$ cat src/rtl/fixture_picobello.sv
// Boot/test sequencer for the Picobello harness: configures the chip, preloads
// binaries over the selected debug interface, polls EOC and reports the exit code.
module fixture_picobello #(
  parameter int unsigned RstCycles    = 16,
  parameter int unsigned PollInterval = 64
) (
  input  logic        clk_i,
  input  logic        rst_i,
  input  logic        start_i,
  input  logic [1:0]  boot_mode_i,
  input  logic [1:0]  preload_mode_i,
  input  logic        sn_valid_i,
  output logic [1:0]  boot_mode_o,
  output logic        chip_rst_o,
  output logic [1:0]  if_sel_o,
  output logic        init_req_o,
  input  logic        init_ack_i,
  output logic        load_req_o,
  input  logic        load_ack_i,
  output logic        run_req_o,
  input  logic        run_ack_i,
  output logic        read_req_o,
  input  logic        read_ack_i,
  output logic        poll_req_o,
  input  logic        poll_ack_i,
  input  logic [31:0] poll_data_i,
  input  logic        uart_busy_i,
  output logic        done_o,
  output logic        error_o,
  output logic [1:0]  err_code_o,
  output logic [31:0] exit_code_o
);

  localparam int unsigned MaxCnt = (RstCycles > PollInterval) ? RstCycles : PollInterval;
  localparam int unsigned CntW   = $clog2(MaxCnt + 1);

  localparam logic [1:0] IfJtag  = 2'd0;
  localparam logic [1:0] IfSlink = 2'd1;
  localparam logic [1:0] IfUart  = 2'd2;
  localparam logic [1:0] IfFast  = 2'd3;

  localparam logic [1:0] ErrBoot    = 2'd1;
  localparam logic [1:0] ErrPreload = 2'd2;

  typedef enum logic [3:0] {
    StIdle, StReset, StDispatch, StInit, StLoad, StRun,
    StPoll, StPollWait, StRead, StDrain, StDone, StError
  } state_e;

  state_e            state_q, state_d;
  logic [CntW-1:0]   cnt_q, cnt_d;
  logic [1:0]        boot_q, boot_d;
  logic [1:0]        preload_q, preload_d;
  logic              sn_valid_q, sn_valid_d;
  logic              chip_rst_q, chip_rst_d;
  logic [1:0]        if_sel_q, if_sel_d;
  logic              init_req_q, init_req_d;
  logic              load_req_q, load_req_d;
  logic              run_req_q, run_req_d;
  logic              read_req_q, read_req_d;
  logic              poll_req_q, poll_req_d;
  logic              done_q, done_d;
  logic              error_q, error_d;
  logic [1:0]        err_code_q, err_code_d;
  logic [31:0]       exit_code_q, exit_code_d;

  logic              idle_boot;
  logic [1:0]        run_if;

  assign idle_boot = (boot_q == 2'd0);
  // Fast mode loads Cheshire over JTAG; the fast path is only used for Snitch.
  assign run_if    = (preload_q == IfFast) ? IfJtag : preload_q;

  // Next-state and registered-output logic.
  always_comb begin
    state_d     = state_q;
    cnt_d       = cnt_q;
    boot_d      = boot_q;
    preload_d   = preload_q;
    sn_valid_d  = sn_valid_q;
    chip_rst_d  = chip_rst_q;
    if_sel_d    = if_sel_q;
    init_req_d  = init_req_q;
    load_req_d  = load_req_q;
    run_req_d   = run_req_q;
    read_req_d  = read_req_q;
    poll_req_d  = poll_req_q;
    done_d      = done_q;
    error_d     = error_q;
    err_code_d  = err_code_q;
    exit_code_d = exit_code_q;

    case (state_q)
      StIdle: begin
        chip_rst_d = 1'b0;
        if (start_i) begin
          boot_d     = boot_mode_i;
          preload_d  = preload_mode_i;
          sn_valid_d = sn_valid_i;
          chip_rst_d = 1'b1;
          cnt_d      = '0;
          state_d    = StReset;
        end
      end
      StReset: begin
        cnt_d = cnt_q + CntW'(1);
        if (cnt_q == CntW'(RstCycles - 1)) begin
          chip_rst_d = 1'b0;
          state_d    = StDispatch;
        end
      end
      StDispatch: begin
        if (boot_q == 2'd1) begin
          error_d    = 1'b1;
          done_d     = 1'b1;
          err_code_d = ErrBoot;
          state_d    = StError;
        end else if (boot_q[1] || preload_q == IfJtag || preload_q == IfFast) begin
          if (!boot_q[1] && preload_q == IfUart && sn_valid_q) begin
            state_d = StError;
          end
          if_sel_d   = IfJtag;
          init_req_d = 1'b1;
          state_d    = StInit;
        end else if (preload_q == IfUart && sn_valid_q) begin
          error_d    = 1'b1;
          done_d     = 1'b1;
          err_code_d = ErrPreload;
          state_d    = StError;
        end else if (sn_valid_q) begin
          if_sel_d   = preload_q;
          load_req_d = 1'b1;
          state_d    = StLoad;
        end else begin
          if_sel_d  = run_if;
          run_req_d = 1'b1;
          state_d   = StRun;
        end
      end
      StInit: begin
        if (init_ack_i) begin
          init_req_d = 1'b0;
          if (!idle_boot) begin
            if_sel_d   = IfJtag;
            poll_req_d = 1'b1;
            state_d    = StPoll;
          end else if (sn_valid_q) begin
            if_sel_d   = preload_q;
            load_req_d = 1'b1;
            state_d    = StLoad;
          end else begin
            if_sel_d  = run_if;
            run_req_d = 1'b1;
            state_d   = StRun;
          end
        end
      end
      StLoad: begin
        if (load_ack_i) begin
          load_req_d = 1'b0;
          if_sel_d   = run_if;
          run_req_d  = 1'b1;
          state_d    = StRun;
        end
      end
      StRun: begin
        if (run_ack_i) begin
          run_req_d  = 1'b0;
          poll_req_d = 1'b1;
          state_d    = StPoll;
        end
      end
      StPoll: begin
        if (poll_ack_i) begin
          poll_req_d = 1'b0;
          if (poll_data_i[0]) begin
            exit_code_d = {1'b0, poll_data_i[31:1]};
            if (idle_boot && preload_q == IfFast && sn_valid_q) begin
              if_sel_d   = IfFast;
              read_req_d = 1'b1;
              state_d    = StRead;
            end else begin
              state_d = StDrain;
            end
          end else begin
            cnt_d   = '0;
            state_d = StPollWait;
          end
        end
      end
      StPollWait: begin
        cnt_d = cnt_q + CntW'(1);
        if (cnt_q == CntW'(PollInterval - 1)) begin
          poll_req_d = 1'b1;
          state_d    = StPoll;
        end
      end
      StRead: begin
        if (read_ack_i) begin
          read_req_d = 1'b0;
          state_d    = StDrain;
        end
      end
      StDrain: begin
        if (!uart_busy_i) begin
          done_d  = 1'b1;
          state_d = StDone;
        end
      end
      StDone, StError: ;
      default: state_d = StIdle;
    endcase
  end

  always_ff @(posedge clk_i) begin
    if (rst_i) begin
      state_q     <= StIdle;
      cnt_q       <= '0;
      boot_q      <= '0;
      preload_q   <= '0;
      sn_valid_q  <= 1'b0;
      chip_rst_q  <= 1'b1;
      if_sel_q    <= '0;
      init_req_q  <= 1'b0;
      load_req_q  <= 1'b0;
      run_req_q   <= 1'b0;
      read_req_q  <= 1'b0;
      poll_req_q  <= 1'b0;
      done_q      <= 1'b0;
      error_q     <= 1'b0;
      err_code_q  <= '0;
      exit_code_q <= '0;
    end else begin
      state_q     <= state_d;
      cnt_q       <= cnt_d;
      boot_q      <= boot_d;
      preload_q   <= preload_d;
      sn_valid_q  <= sn_valid_d;
      chip_rst_q  <= chip_rst_d;
      if_sel_q    <= if_sel_d;
      init_req_q  <= init_req_d;
      load_req_q  <= load_req_d;
      run_req_q   <= run_req_d;
      read_req_q  <= read_req_d;
      poll_req_q  <= poll_req_d;
      done_q      <= done_d;
      error_q     <= error_d;
      err_code_q  <= err_code_d;
      exit_code_q <= exit_code_d;
    end
  end

  assign boot_mode_o = boot_q;
  assign chip_rst_o  = chip_rst_q;
  assign if_sel_o    = if_sel_q;
  assign init_req_o  = init_req_q;
  assign load_req_o  = load_req_q;
  assign run_req_o   = run_req_q;
  assign read_req_o  = read_req_q;
  assign poll_req_o  = poll_req_q;
  assign done_o      = done_q;
  assign error_o     = error_q;
  assign err_code_o  = err_code_q;
  assign exit_code_o = exit_code_q;

endmodule

$ cat config.mk
export PLATFORM = sky130hd
export DESIGN_NAME = fixture_picobello
export DESIGN_NICKNAME = d
export VERILOG_FILES = /design/src/rtl/fixture_picobello.sv
export SDC_FILE = /design/constraint.sdc
export NUM_CORES = 1
export LEC_CHECK = 0
export CORE_ASPECT_RATIO = 0.9
export CORE_UTILIZATION = 45
export DETAILED_ROUTE_END_ITERATION = 7
export PLACE_DENSITY = 0.79
export SYNTH_ARGS = -nofsm -noshare
export SYNTH_HDL_FRONTEND = slang
export SYNTH_SLANG_ARGS = --single-unit
$ cat constraint.sdc
create_clock -name clk_i -period 2.55 [get_ports clk_i]
set_input_delay 0.51 -clock clk_i [delete_from_list [all_inputs] [get_ports clk_i]]
set_output_delay 0.51 -clock clk_i [all_outputs]
set_load 0.005 [all_outputs]
==> results of run 1 <==
==> registers in the layout, summed over array words and instances (netlist names), 2 cells and up <==
name,flops
state_q,4
exit_code_o,31
if_sel_o,2
boot_mode_o,2
cnt_q,7
err_code_o,2
preload_q,2
==> report_power, final <==
group / internal, mW / switching (mW)
Sequential: 0.994 / 0.0866
Combinational: 0.430 / 0.508
Clock: 0.376 / 0.379
==> layout make-up <==
cell class	instances	area, µm²	area share
clock buffers	10	138	0.0350
clock inverters	6	41.3	0.0105
inverters	12	45.0	0.0115
multi-input cells	266	1460	0.372
flip-flops and latches	59	1180	0.300
well taps	70	87.6	0.0223
repair buffers	101	978	0.249
==> critical path: cells and delay by family (launching register included) <==
kind | cells | cell delay, ns
AO/OA/AOI/OAI | 1 | 0.16
AND/OR/NAND/NOR | 3 | 1.25
flip-flops | 1 | 0.63
==> final timing paths <==
| kind | start | to | slack (ns) | cells after the start |
|---|---|---|---|---|
| worst max register to register | state_q[2]$_SDFFE_PP0P_ | cnt_q[6]$_SDFFE_PP0P_ | 0.44 | 4 |
| worst max-delay path | state_q[2]$_SDFFE_PP0P_ | cnt_q[6]$_SDFFE_PP0P_ | 0.44 | 4 |
| worst min-delay path | exit_code_o[0]$_SDFFE_PP0P_ | exit_code_o[0]$_SDFFE_PP0P_ | 0.45 | 2 |
| worst min register to register | exit_code_o[0]$_SDFFE_PP0P_ | exit_code_o[0]$_SDFFE_PP0P_ | 0.45 | 2 |
==> through the flow <==
step | utilization | setup WS, ns | area (µm²) | instances | hold WS, ns
floorplan | - | 0.647 | 2780 | 361 | 0.442
global placement | 0.645 | 0.440 | 3750 | 508 | 0.436
detailed placement | 0.645 | 0.402 | 3750 | 508 | 0.446
CTS | 0.675 | 0.444 | 3930 | 524 | 0.457
global route | 0.675 | 0.316 | 3930 | 524 | 0.472
finish | 0.675 | 0.441 | 3930 | 524 | 0.452
==> Yosys cell counts, types with 2 or more instances <==
cell       n
o32ai_1    2
nor3_1     4
nor2b_1   10
buf_2      3
nor2_1    22
a211o_1    2
nand2b_1  10
or4_1      3
nand4_1    3
o211ai_1   2
nand2_1   77
mux2i_1    9
o21ai_1    8
o22ai_1    2
o21ai_0    5
a32oi_1    2
or3_1      3
clkbuf_1  19
or2_2      2
a21oi_1   50
nand3_1    6
inv_1     10
a22oi_1    3
a311oi_1   4
o31ai_1    3
dfxtp_1   59
a221oi_1   2
a31oi_1    2
and3_1     3
a211oi_1   2
o21a_1     4
nand3b_1   5
==> metal layers <==
metal / vias up / track usage / part of all wire
met3: 16 / 0.0845 / 0.085
li1: 1431 / - / -
met4: 0 / 0.0915 / 0.022
met2: 134 / 0.377 / 0.44
met5: - / 0 / 0
met1: 1325 / 0.318 / 0.45
==> cells by family after synthesis <==
group	count (synthesis)
AOI/OAI and AO/OA	101
adders and majority gates	1
buffers and inverters	36
DFF	59
muxes	9
other	1
and+or+nand+nor	154
==> impl_metrics.py, run 1 <==
metrics = {
    "route": {
        "ant_nets": 0,
        "totalWireLength_mm": 7.62,
        "wire_per_inst_um": 14.5,
        "first_pass_iters": 8,
        "vias": 2906,
        "drt-initial-drc-count": 288,
        "remaining_drc_errors": 5,
        "vias_per_cell": 5.55,
    },
    "timing": {
        "max_freq_mhz": 474,
        "setup_viol": 0,
        "hold_viol": 0,
        "drv_slew": 0,
        "finalSetupTns_ns": 0,
        "rsz0062_at_grt": "no",
        "min_period_ns": 2.11,
        "min_period_over_period": 0.827,
        "fin_worst_skew_ns": 0.00559,
    },
    "cells_and_area": {
        "area_growth_pct": 41.4,
        "layout_commonest_cell": "clkdlybuf4s50_1",
        "layout_common_cells": "89 x clkdlybuf4s50_1, 77 x nand2_1, 59 x dfxtp_1",
        "fin_nets": 496,
        "fillers": 469,
        "antennaDiodeCount": 0,
        "drive_above_1_share": 0.0727,
    },
    "place": {
        "portBuffers": 90,
        "hpwl_mm": 5.27,
        "gp_congestion": 0.947,
    },
    "synthesis": {
        "synth_top_cells_by_area": "dfxtp_1 42%, nand2_1 10%, a21oi_1 9.0%, mux2i_1 3.2%, nor2_1 3.0%",
        "synth.avg_cell_area_um2": 7.70,
        "postSynthCellCount": 361,
        "synth_area_leader_cell": "dfxtp_1",
        "yosysWarnings": 0,
        "synth_edf_count": 0,
        "synth-seq-cells": 59,
        "synth_cell_types": 52,
        "synthMuxAreaShare": 0.0324,
        "synth_top_family_by_area": "simple AND/OR/NAND/NOR gates",
        "synth_compound_area_frac": 0.226,
        "synthAdderAreaFrac": 0.00450,
        "async_flop_share": 0,
        "synth-xor-area-share": 0,
        "synth_area_um2": 2780,
        "seq_area_frac_synth": 0.425,
        "yosysTopAreaCellShare": 0.425,
        "ys.flop_type": "dfxtp_1",
        "synth-simple-area-share": 0.260,
        "syn-num-nets": 408,
    },
    "clocking": {
        "holdBufCountCts": 0,
        "htreeDepth": 3,
        "cts_tree": "done",
        "cts_sinks": 59,
        "insertion_delay_ns": 0.33,
        "cts_buffer_depth": 2,
        "path_clk_slew_ns": 0.07,
        "cts_root_buf": "clkbuf_8",
        "cts_buffers": 9,
        "cts_repair_resize_count": 0,
        "cts_setup_buffers": 0,
    },
    "worst_setup_path": {
        "cp-start-kind": "flip-flop",
        "crit_fanout": 14,
        "critPathMostFrequentCell": "or4_1",
        "max_stage_delay_ns": 0.68,
        "arrival_ns": 2.37,
        "path_cells": "nor2b_1, or4_1, or4_1, a21oi_1",
        "critPathCaptureType": "flip-flop",
        "slowest_stage": "or4_1",
        "crit_required_ns": 2.81,
        "criticalPathCategory": "flip-flop to flip-flop",
    },
    "power_and_ir_drop": {
        "p_per_area_nw_per_um2": 705,
        "power.total_mw": 2.77,
        "leakage_nw": 1.37,
        "max-vdd-ir-drop_uv": 383,
    },
    "global_route": {
        "antenna_found_initial": 0,
        "track_usage": 0.245,
        "grt_pass1_vias": 2758,
        "overflow": 0,
        "grt_pass1_wl_mm": 12.8,
        "grt_max_degree": 33,
    },
    "die": {
        "dieArea_um2": 6500,
        "dieHeight_um": 76.6,
        "die_x_um": 84.9,
        "start_util": 0.477,
        "io_pins": 92,
        "num_rows": 26,
        "core_um2": 5820,
    },
    "worst_hold_path": {
        "hp-class": "flip-flop to flip-flop",
    },
    "run_status": {
        "status": "finished with violations",
        "violations": "design-rule violations",
    },
    "flow_run": {
        "cap_viol_max_count": 0,
    },
}
No activity file was read; power rests on OpenSTA's default activity.
==> run 2, diff against run 1 <==
--- a/config.mk
+++ b/config.mk
@@ -6,9 +6,9 @@
 export NUM_CORES = 1
 export LEC_CHECK = 0
 export CORE_ASPECT_RATIO = 0.9
-export CORE_UTILIZATION = 45
+export CORE_UTILIZATION = 41
 export DETAILED_ROUTE_END_ITERATION = 7
-export PLACE_DENSITY = 0.79
+export PLACE_DENSITY = 0.76
 export SYNTH_ARGS = -nofsm -noshare
 export SYNTH_HDL_FRONTEND = slang
 export SYNTH_SLANG_ARGS = --single-unit
==> constraint.sdc (replaced) <==
create_clock -name clk_i -period 1.9 [get_ports clk_i]
set_input_delay 0.38 -clock clk_i [delete_from_list [all_inputs] [get_ports clk_i]]
set_output_delay 0.38 -clock clk_i [all_outputs]
set_load 0.005 [all_outputs]
==> impl_metrics.py, run 2 (synthesized netlist as in run 1, its figures left out) <==
metrics = {
    "place": {
        "portBuffers": 90,
        "gp_congestion": 0.895,
        "hpwl_mm": 5.58,
        "place_ws_ns": -0.110,
        "dp_cells": 546,
        "place_area_um2": 3950,
    },
    "power_and_ir_drop": {
        "p_int_mw": 2.72,
        "combPwrFrac": 0.354,
        "switching_share": 0.323,
        "max-vdd-ir-drop_uv": 504,
        "pwr-share-seq": 0.364,
        "power.total_mw": 4.02,
        "pwr-share-clk": 0.282,
        "p_per_area_nw_per_um2": 960,
        "leakage_nw": 1.50,
        "p_switching_mw": 1.30,
    },
    "cells_and_area": {
        "utilization": 0.640,
        "largest_reg_flops": 31,
        "multi_input_area_um2": 1490,
        "register_area_um2": 1190,
        "area_growth_pct": 50.7,
        "fin_nets": 515,
        "final_area_um2": 4190,
        "fin_cells": 562,
        "layout_common_cells": "89 x clkdlybuf4s50_1, 77 x nand2_1, 54 x dfxtp_1",
        "layout_commonest_cell": "clkdlybuf4s50_1",
        "antennaDiodeCount": 0,
        "drive_above_1_share": 0.123,
        "fillers": 605,
    },
    "worst_setup_path": {
        "critPathCaptureType": "flip-flop",
        "path_cells": "ha_4, nand3_4, or4_4, a31o_1, a211oi_2, buf_4, mux2i_1",
        "r2r_cells": 7,
        "critPathLaunch": "cnt_q[1]$_SDFFE_PP0P_",
        "arrival_ns": 2.07,
        "cp-start-kind": "flip-flop",
        "slowest_stage": "or4_4",
        "rr_endpoint": "state_q[2]$_SDFFE_PP0P_",
        "reg2reg_slack_ns": 0.07,
        "crit_fanout": 3,
        "endpoint": "state_q[2]$_SDFFE_PP0P_",
        "crit_required_ns": 2.14,
        "reg2reg_from": "cnt_q[1]$_SDFFE_PP0P_",
        "criticalPathCategory": "flip-flop to flip-flop",
        "max_stage_delay_ns": 0.43,
    },
    "die": {
        "core_um2": 6550,
        "dieArea_um2": 7110,
        "start_util": 0.424,
        "die_x_um": 88.8,
        "num_rows": 28,
        "io_pins": 92,
        "dieHeight_um": 80.1,
    },
    "clocking": {
        "path_clk_slew_ns": 0.07,
        "cts_sinks": 59,
        "htreeDepth": 3,
        "insertion_delay_ns": 0.33,
        "cts_root_buf": "clkbuf_8",
        "cts_buffer_depth": 2,
        "cts_tree": "done",
        "cts_buffers": 9,
    },
    "route": {
        "first_pass_iters": 5,
        "totalWireLength_mm": 7.89,
        "vias": 2991,
        "vias_per_cell": 5.32,
        "ant_nets": 0,
        "wire_per_inst_um": 14.0,
        "remaining_drc_errors": 0,
        "drt-initial-drc-count": 184,
    },
    "worst_hold_path": {
        "hp-class": "primary input to flip-flop",
    },
    "global_route": {
        "track_usage": 0.230,
        "grt_pass1_vias": 2750,
        "overflow": 0,
        "antenna_found_initial": 0,
        "grt_max_degree": 46,
        "grt_pass1_wl_mm": 12.6,
    },
    "timing": {
        "fin_hold_ws_ns": 0.425,
        "drv_slew": 0,
        "setup_viol": 0,
        "fin_worst_skew_ns": 0.0154,
        "max_freq_mhz": 547,
        "hold_viol": 0,
        "min_period_over_period": 0.962,
        "setup_ws_ns": 0.0726,
        "finalSetupTns_ns": 0,
        "min_period_ns": 1.83,
        "rsz0062_at_grt": "yes",
    },
    "run_status": {
        "status": "complete, no violations",
    },
    "flow_run": {
        "cap_viol_max_count": 0,
    },
}
-- run 2: changes by cell type in the layout (fill, tap and decap cells not counted), moves of 2 or more --
cell and change:
dfxtp_1 -5, clkinvlp_4 -3, clkbuf_1 +2, buf_4 +16
dfxtp_2 +5, buf_12 +3
-- run 2: worst min-delay path by stage --
stage | startpoint | end | cells after the start
finish | rst_i | run_req_o$_SDFFE_PP0P_ | 2
CTS | rst_i | run_req_o$_SDFFE_PP0P_ | 2
floorplan | done_o$_SDFFE_PP0P_ | done_o$_SDFFE_PP0P_ | 2
global route | rst_i | exit_code_o[18]$_SDFFE_PP0P_ | 2
detailed placement | error_o$_SDFFE_PP0P_ | error_o$_SDFFE_PP0P_ | 2
global placement | done_o$_SDFFE_PP0P_ | done_o$_SDFFE_PP0P_ | 2
-- run 2: layer usage --
metal / vias to the layer above / global-route usage / part of all wire
li1: 1475 / - / -
met1: 1389 / 0.299 / 0.43
met2: 119 / 0.364 / 0.47
met3: 8 / 0.0832 / 0.086
met4: 0 / 0.0468 / 0.0077
met5: - / 0 / 0
-- run 2: cell type report --
class / count / share of cell area
clock buffer: 13 / 0.0379
clock inverter: 2 / 0.00836
inverter: 12 / 0.0107
multi-input combinational: 266 / 0.356
sequential: 59 / 0.283
tap: 90 / 0.0269
timing repair buffer: 120 / 0.277
-- run 2: critical path: cells and delay by family (launching register included) --
family          cells  cell delay, ns
mux                 1            0.17
flops               1            0.36
fa+ha+maj           1            0.15
compound gates      2            0.41
buf+inv             1            0.16
simple gates        2            0.50
-- run 2: repair_timing --
action / CTS / global route
pin swaps: 0 / 2
endpoints found under the hold margin: 0 / 0
endpoints found under the setup margin: 3 / 44
gates resized for setup: 3 / 8
buffers inserted: 0 / 1
hold buffers: 0 / 0
-- run 2: power groups by stage --
stage	registers, mW	clock network (mW)	logic, mW
final	1.46	1.14	1.42
after global routing	1.48	1.24	1.55
after CTS	1.45	1.17	1.40
after detailed placement	1.47	0	1.39
after global placement	1.47	0	1.38
after floorplan	1.44	0	0.817
==> run 3, diff against run 2 <==
--- a/config.mk
+++ b/config.mk
@@ -5,7 +5,7 @@
 export SDC_FILE = /design/constraint.sdc
 export NUM_CORES = 1
 export LEC_CHECK = 0
-export CORE_ASPECT_RATIO = 0.9
+export CORE_ASPECT_RATIO = 1.1
 export CORE_UTILIZATION = 41
 export DETAILED_ROUTE_END_ITERATION = 7
 export PLACE_DENSITY = 0.76
==> impl_metrics.py, run 3 (synthesized netlist as in run 1, its figures left out) <==
metrics = {
    "worst_setup_path": {
        "criticalPathCategory": "flip-flop to flip-flop",
        "arrival_ns": 2.14,
        "reg2reg_slack_ns": 0.02,
        "critPathCaptureType": "flip-flop",
        "reg2reg_from": "cnt_q[1]$_SDFFE_PP0P_",
        "r2r_cells": 6,
        "crit_required_ns": 2.16,
        "crit_fanout": 3,
        "cp-start-kind": "flip-flop",
        "rr_endpoint": "state_q[2]$_SDFFE_PP0P_",
    },
    "timing": {
        "fin_hold_ws_ns": 0.449,
        "setup_viol": 0,
        "max_freq_mhz": 532,
        "fin_worst_skew_ns": 0.0112,
        "min_period_over_period": 0.989,
        "finalSetupTns_ns": 0,
        "hold_viol": 0,
        "min_period_ns": 1.88,
        "drv_slew": 0,
        "rsz0062_at_grt": "yes",
        "setup_ws_ns": 0.0207,
    },
    "place": {
        "place_ws_ns": -0.112,
        "hpwl_mm": 5.75,
        "gp_congestion": 0.939,
        "dp_cells": 541,
        "portBuffers": 90,
        "place_area_um2": 3960,
    },
    "route": {
        "vias_per_cell": 5.45,
        "ant_nets": 0,
        "remaining_drc_errors": 0,
        "totalWireLength_mm": 8.13,
        "wire_per_inst_um": 14.6,
        "first_pass_iters": 5,
        "vias": 3023,
        "drt-initial-drc-count": 134,
    },
    "global_route": {
        "antenna_found_initial": 0,
        "grt_max_degree": 33,
        "track_usage": 0.237,
        "overflow": 0,
        "grt_pass1_vias": 2814,
        "grt_pass1_wl_mm": 12.9,
    },
    "clocking": {
        "path_clk_slew_ns": 0.07,
        "cts_root_buf": "clkbuf_8",
        "cts_buffers": 9,
        "cts_buffer_depth": 2,
        "htreeDepth": 3,
        "cts_setup_buffers": 0,
        "cts_tree": "done",
        "insertion_delay_ns": 0.33,
        "cts_sinks": 59,
        "holdBufCountCts": 0,
    },
    "worst_hold_path": {
        "holdCritStartpoint": "rst_i",
        "min_to": "err_code_o[0]$_SDFFE_PP0P_",
        "hp-class": "primary input to flip-flop",
        "hold_depth": 2,
    },
    "cells_and_area": {
        "area_growth_pct": 50.5,
        "final_area_um2": 4190,
        "fillers": 559,
        "fin_nets": 517,
        "antennaDiodeCount": 0,
        "drive_above_1_share": 0.123,
        "layout_common_cells": "89 x clkdlybuf4s50_1, 77 x nand2_1, 57 x dfxtp_1",
        "layout_commonest_cell": "clkdlybuf4s50_1",
        "largest_reg_flops": 31,
        "fin_cells": 555,
    },
    "die": {
        "num_rows": 31,
        "io_pins": 92,
        "dieArea_um2": 7110,
        "start_util": 0.424,
        "die_x_um": 80.5,
        "dieHeight_um": 88.4,
        "core_um2": 6560,
    },
    "power_and_ir_drop": {
        "p_per_area_nw_per_um2": 980,
        "leakage_nw": 1.52,
        "max-vdd-ir-drop_uv": 561,
    },
    "flow_run": {
        "cap_viol_max_count": 0,
    },
    "run_status": {
        "status": "complete, no violations",
    },
}
run 3: report_power, final:
part           switching [mW]  internal, mW  leakage [nW]
registers               0.106          1.34         0.478
logic                   0.752         0.734         0.936
clock network           0.476         0.697         0.104
total                    1.33          2.77          1.52
run 3: worst max-delay path, cell delays in order, from the launching register on:
cell and delay (ns):
dfxtp_1 0.36, ha_1 0.18, nand3_1 0.10, or4_4 0.45, a31o_1 0.24, a211oi_4 0.28, mux2i_1 0.21
run 3: area by class of cell:
class	instances	area, µm²	share of cell area
clock inverter	2	35.0	0.00837
clock buffer	12	165	0.0395
timing repair buffer	122	1170	0.280
multi-input combinational	266	1480	0.354
tap	82	103	0.0245
inverter	12	45.0	0.0108
sequential	59	1180	0.283
run 3: timing repair:
action,4_1_cts,5_1_grt
endpoints found under the setup margin,3,13
pin swaps,2,1
resized for setup,2,5
run 3: how the worst max path moves through the flow:
stage	from	end	depth (start not counted)
after floorplan	cnt_q[0]$_SDFFE_PP0P_	state_q[0]$_SDFFE_PP0P_	6
after global placement	start_i	cnt_q[2]$_SDFFE_PP0P_	6
after detailed placement	start_i	cnt_q[4]$_SDFFE_PP0P_	6
after CTS	cnt_q[1]$_SDFFE_PP0P_	state_q[0]$_SDFFE_PP0P_	6
after global routing	cnt_q[1]$_SDFFE_PP0P_	state_q[1]$_SDFFE_PP0P_	6
final	cnt_q[1]$_SDFFE_PP0P_	state_q[2]$_SDFFE_PP0P_	6
run 3: per-layer routing:
metal	part of all wire	track usage
met1	0.42	0.274
met2	0.46	0.383
met3	0.074	0.0856
met4	0.045	0.130
met5	0	0
run 3: through the flow:
stage | utilization | power (mW)
after floorplan | - | 2.26
after global placement | 0.605 | 2.86
after detailed placement | 0.605 | 2.88
after CTS | 0.637 | 4.09
after global routing | 0.638 | 4.33
final | 0.638 | 4.10
